<file path="src/rtl/sram_like_arbiter_pkg.sv">
// rtl/sram_like_arbiter_pkg.sv - shared IDs, FSM encoding and size codes for the memory arbiter
package sram_like_arbiter_pkg;

  localparam logic ID_INST = 1'b0;
  localparam logic ID_DATA = 1'b1;

  localparam logic [1:0] SIZE_BYTE = 2'd0;
  localparam logic [1:0] SIZE_HALF = 2'd1;
  localparam logic [1:0] SIZE_WORD = 2'd2;

  typedef enum logic [1:0] {
    ST_IDLE      = 2'd0,
    ST_LOCK_INST = 2'd1,
    ST_LOCK_DATA = 2'd2
  } arb_state_t;

endpackage

</file>
<file path="src/rtl/sram_like_arbiter_resp_id_fifo.sv">
// rtl/sram_like_arbiter_resp_id_fifo.sv - 1-bit in-order FIFO of requester IDs for outstanding requests
module resp_id_fifo #(
  parameter int DEPTH = 2
) (
  input  logic clk,
  input  logic reset,
  input  logic i_push,
  input  logic i_pop,
  input  logic i_din,
  output logic o_head,
  output logic o_full,
  output logic o_empty
);

  localparam int AW = (DEPTH > 1) ? $clog2(DEPTH) : 1;

  logic          r_mem [DEPTH];
  logic [AW-1:0] r_wptr;
  logic [AW-1:0] r_rptr;
  logic [AW:0]   r_count;

  logic w_pop;
  logic w_push;

  assign o_full  = (r_count == (AW+1)'(DEPTH));
  assign o_empty = (r_count == '0);
  assign o_head  = r_mem[r_rptr];

  // A full FIFO still takes a push when the head leaves in the same cycle.
  assign w_pop  = i_pop && !o_empty;
  assign w_push = i_push && (!o_full || w_pop);

  always_ff @(posedge clk) begin
    if (reset) begin
      r_wptr  <= '0;
      r_rptr  <= '0;
      r_count <= '0;
    end else begin
      if (w_push) begin
        r_mem[r_wptr] <= i_din;
        r_wptr        <= r_wptr + 1'b1;
      end
      if (w_pop) begin
        r_rptr <= r_rptr + 1'b1;
      end
      if (w_push && !w_pop) begin
        r_count <= r_count + 1'b1;
      end else if (w_pop && !w_push) begin
        r_count <= r_count - 1'b1;
      end
    end
  end

endmodule

</file>
<file path="src/rtl/sram_like_arbiter.sv">
// rtl/sram_like_arbiter.sv - fixed-priority inst/data arbiter onto one sram-like port with in-order response routing
module sram_like_arbiter
  import sram_like_arbiter_pkg::*;
#(
  parameter int MAX_OUTSTANDING = 2
) (
  input  logic        clk,
  input  logic        reset,
  input  logic        inst_req,
  input  logic        inst_wr,
  input  logic [1:0]  inst_size,
  input  logic [3:0]  inst_wstrb,
  input  logic [31:0] inst_addr,
  input  logic [31:0] inst_wdata,
  output logic        inst_addr_ok,
  output logic        inst_data_ok,
  output logic [31:0] inst_rdata,
  input  logic        data_req,
  input  logic        data_wr,
  input  logic [1:0]  data_size,
  input  logic [3:0]  data_wstrb,
  input  logic [31:0] data_addr,
  input  logic [31:0] data_wdata,
  output logic        data_addr_ok,
  output logic        data_data_ok,
  output logic [31:0] data_rdata,
  output logic        mem_req,
  output logic        mem_wr,
  output logic [1:0]  mem_size,
  output logic [3:0]  mem_wstrb,
  output logic [31:0] mem_addr,
  output logic [31:0] mem_wdata,
  input  logic        mem_addr_ok,
  input  logic        mem_data_ok,
  input  logic [31:0] mem_rdata
);

  arb_state_t r_state;
  arb_state_t w_next;

  logic w_sel;
  logic w_push;
  logic w_pop;
  logic w_head;
  logic w_full;
  logic w_empty;
  logic w_can_issue;

  resp_id_fifo #(
    .DEPTH (MAX_OUTSTANDING)
  ) u_fifo (
    .clk     (clk),
    .reset   (reset),
    .i_push  (w_push),
    .i_pop   (w_pop),
    .i_din   (w_sel),
    .o_head  (w_head),
    .o_full  (w_full),
    .o_empty (w_empty)
  );

  // A response arriving this cycle frees a slot, so issue is allowed even when full.
  assign w_can_issue = !w_full || mem_data_ok;
  assign w_pop       = mem_data_ok && !w_empty;

  always_ff @(posedge clk) begin
    if (reset) begin
      r_state <= ST_IDLE;
    end else begin
      r_state <= w_next;
    end
  end

  always_comb begin
    w_next  = r_state;
    w_sel   = ID_INST;
    mem_req = 1'b0;
    case (r_state)
      ST_IDLE: begin
        if (w_can_issue && data_req) begin
          w_sel   = ID_DATA;
          mem_req = 1'b1;
        end else if (w_can_issue && inst_req) begin
          w_sel   = ID_INST;
          mem_req = 1'b1;
        end
        if (mem_req && !mem_addr_ok) begin
          w_next = (w_sel == ID_DATA) ? ST_LOCK_DATA : ST_LOCK_INST;
        end
      end
      ST_LOCK_INST: begin
        w_sel   = ID_INST;
        mem_req = 1'b1;
        if (mem_addr_ok) w_next = ST_IDLE;
      end
      ST_LOCK_DATA: begin
        w_sel   = ID_DATA;
        mem_req = 1'b1;
        if (mem_addr_ok) w_next = ST_IDLE;
      end
      default: begin
        w_next = ST_IDLE;
      end
    endcase
  end

  assign w_push       = mem_req && mem_addr_ok;
  assign inst_addr_ok = w_push && (w_sel == ID_INST);
  assign data_addr_ok = w_push && (w_sel == ID_DATA);

  assign mem_wr    = mem_req && ((w_sel == ID_DATA) ? data_wr : inst_wr);
  assign mem_size  = mem_req ? ((w_sel == ID_DATA) ? data_size  : inst_size)  : 2'd0;
  assign mem_wstrb = mem_req ? ((w_sel == ID_DATA) ? data_wstrb : inst_wstrb) : 4'd0;
  assign mem_addr  = mem_req ? ((w_sel == ID_DATA) ? data_addr  : inst_addr)  : 32'd0;
  assign mem_wdata = mem_req ? ((w_sel == ID_DATA) ? data_wdata : inst_wdata) : 32'd0;

  assign inst_data_ok = w_pop && (w_head == ID_INST);
  assign data_data_ok = w_pop && (w_head == ID_DATA);
  assign inst_rdata   = mem_rdata;
  assign data_rdata   = mem_rdata;

endmodule

</file>
<file path="config.mk">
export PLATFORM = sky130hd
export DESIGN_NAME = sram_like_arbiter
export DESIGN_NICKNAME = d
export VERILOG_FILES = /design/src/rtl/sram_like_arbiter_pkg.sv /design/src/rtl/sram_like_arbiter_resp_id_fifo.sv /design/src/rtl/sram_like_arbiter.sv
export SDC_FILE = /design/constraint.sdc
export NUM_CORES = 1
export LEC_CHECK = 0
export ABC_AREA = 1
export CORE_AREA = 2 2 125 127
export CTS_BUF_LIST = sky130_fd_sc_hd__clkbuf_4 sky130_fd_sc_hd__clkbuf_8
export DETAILED_ROUTE_END_ITERATION = 8
export DIE_AREA = 0 0 127 129
export HOLD_SLACK_MARGIN = 0.03
export SLEW_MARGIN = 20
export SYNTH_ARGS = -nofsm -noshare
export SYNTH_HDL_FRONTEND = slang
export SYNTH_SLANG_ARGS = --single-unit
</file>
<file path="constraint.sdc">
create_clock -name clk -period 2.3 [get_ports clk]
set_input_delay 0.345 -clock clk [delete_from_list [all_inputs] [get_ports clk]]
set_output_delay 0.345 -clock clk [all_outputs]
set_load 0.02 [all_outputs]
</file>
==> run summary <==
reg2reg end: u_fifo.r_count[1]$_SDFFE_PP0P_
CTS Buffer Depth: 2
syn_nets: 559
DP Worst Slack: -473 ps
Mapped Cells: 375
die span in x: 127 µm
top cell type's share of synthesized area: 27.0%
DR pass1 iterations: 4
Slew Limit Headroom: 79.7%
I/O pin total: 320
cts hold-fix bufs: 0
top post-synthesis cells by count: nor2_1 (149), buf_4 (65), o21ai_0 (56)
clk sinks: 9
Req. time, crit path: 1960 ps
FMAX: 444 MHz
GP Congestion: 0.778
CP max FO: 28
crit path time final: 2250 ps
Post-DP HPWL: 7.84 mm
Routed WL: 10.0 mm
Max Slew Vio Count: 0
Mapped Area: 2070 µm²
fin worst setup slack: 48.6 ps
reg2reg start: r_state[1]$_SDFFE_PP0P_
Pint: 3.43 mW
largest net degree at the start of global routing: 47
Initial Util: 13.8%
H-tree levels: 1
dominant cell by count in the synthesized netlist: nor2_1
Syn-to-layout area delta: 99.3%
worst vdd rail ir drop: 0.818 mV
Final Hold Viols: 0
run status: finished clean
Avg Cell Area, Syn: 5.53 µm²
Clock Pin Slew Worst Setup and Hold Paths: 40 ps
overall die area: 16400 µm²
Final setup viols: 0
fillers: 1679
Critical Path AT: 1910 ps
top post-synthesis cells by area: nor2_1 (27%), buf_4 (24%), o21ai_0 (14%)
total number of vias: 2878
Ant. Diodes: 0
power density cells: 1870 nW/µm²
Hold Crit Depth: 1
fin util: 27.6%
Rows: 45
top_reg_cell synth: dfxtp_1
Overall Power: 7.71 mW
grt ovf: 0
Via density: 3.93
CP Launch Type: input pin
DP Cell Count: 721
Max Cap Viol: 0
I/O Buffers: 223
CTS buffer count: 3
initial drt markers: 150
layout cell share with drive strength beyond 1: 21.8%
final std cells w/o fill: 733
first-pass GRT wire length: 14.6 mm
WHS: 459 ps
CORE AREA: 15000 µm²
Sw Share: 55.5%
Flop pwr share: 3.4%
Hold Path Class: reg -> reg
CTS root buffer: clkbuf_8
Final #Nets: 730
EDFF count, synth: 2
vias in the first global route: 2737
ys async rst share: 0%
leak pwr: 1.86 nW
gr usage total: 11.2%
period utilization: 97.9%
Clock Power Share: 2.6%
CP endpoint kind: primary output
Worst-Margin Slew: 302 ps
Clock Latency Late Sink: 240 ps
hold wc startpoint: u_fifo.r_rptr$_SDFFE_PP0P_
initial antenna violation count: 0
post-route ant nets: 0
Comb pwr share: 94.1%
cell taking the most area after synthesis: nor2_1
CTS tree: built
sequential fraction of the synthesis area: 9.66%
drc violations: 0
worst-case reg-to-reg path depth: 12
Cell variety after synth: 21
RSZ-0062 raised after global routing: yes
Yosys reg bits: 9
r2r setup slk: 300 ps
Die H: 129 µm
skew final: 6.61 ps
Worst Setup Path Type: in -> out
Sw Pwr: 4.28 mW
wire per inst: 13.7 µm
Ys Warns: 0
[placed cells by master (no fill, tap or decap)]
cell type	n
nor2_1	148
clkbuf_16	1
ha_1	3
nand3_1	2
nand2_1	11
a21oi_4	1
nor2_2	1
nand3_2	1
dlygate4sd2_1	2
buf_16	2
buf_4	61
clkbuf_4	1
inv_4	1
nand3_4	2
inv_2	3
edfxtp_1	2
nand2_2	2
buf_12	9
ha_2	1
nand4_1	3
buf_2	27
o21ai_0	49
o21ai_1	27
clkbuf_8	3
buf_6	3
inv_1	16
dfxtp_1	7
clkdlybuf4s50_1	147
a21oi_1	8
dlymetal6s2s_1	1
[final cells by class]
cell class / instances / area [µm²] / share of cell area, %
inverters: 20 / 77.6 / 1.88
repair buffers: 253 / 2390 / 57.8
clock buffers: 4 / 48.8 / 1.18
multi-input cells: 259 / 1180 / 28.5
well taps: 188 / 235 / 5.70
flip-flops and latches: 9 / 200 / 4.85
[worst max-delay path by stage]
stage,from,end,slack [ps]
floorplan,r_state[0]$_SDFFE_PP0P_,mem_wdata[10],420
global placement,mem_data_ok,mem_wdata[26],-480
detailed placement,mem_data_ok,mem_wdata[26],-470
CTS,mem_data_ok,mem_wdata[26],-80
global route,inst_req,mem_wdata[26],-60
finish,inst_req,mem_addr[23],50
[through the flow]
stage	cell area (µm²)	TNS (ps)
6_report	4130	0
5_1_grt	4130	-683
4_1_cts	4070	-77.4
3_5_place_dp	4190	-27160
3_3_place_gp	4190	-27870
2_1_floorplan	2070	0
[routing by layer]
metal / vias to the layer above / share of wire (%) / track usage [%]
met1: 1211 / 38 / 12.6
met5: - / 0 / 0
met2: 193 / 49 / 20.1
li1: 1464 / - / -
met4: 0 / 1.1 / 2.46
met3: 10 / 12 / 4.24
[power by group through the flow]
stage	Sequential, mW	Combinational (mW)	Clock (mW)
floorplan	0.261	4.08	0
global placement	0.261	7.45	0
detailed placement	0.262	7.42	0
CTS	0.260	6.94	0.199
global route	0.266	7.88	0.206
finish	0.259	7.26	0.198
[critical path, stage by stage]
cell	delay, ps
clkdlybuf4s50_1	450
inv_1	40
nand2_2	80
nand3_4	90
a21oi_4	180
buf_4	140
buf_12	150
o21ai_0	100
nor2_1	140
buf_4	160
[cells by family (layout without fill, tap and decap cells)]
logic type                 Yosys count  in the layout  synth area share, %
adders and majority gates            4              4                 2.42
and+or+nand+nor                    170            170                 32.7
AOI/OAI and AO/OA                   85             85                 20.7
DFF                                  9              9                 9.66
buffers and inverters              107            277                 34.5
[what timing repair did]
action,4_1_cts,5_1_grt
resized for setup,290,69
cloned,2,1
pin swaps,2,8
endpoints found under the setup margin,74,72
setup buffers,6,0
(Power assumes the default switching activity.)
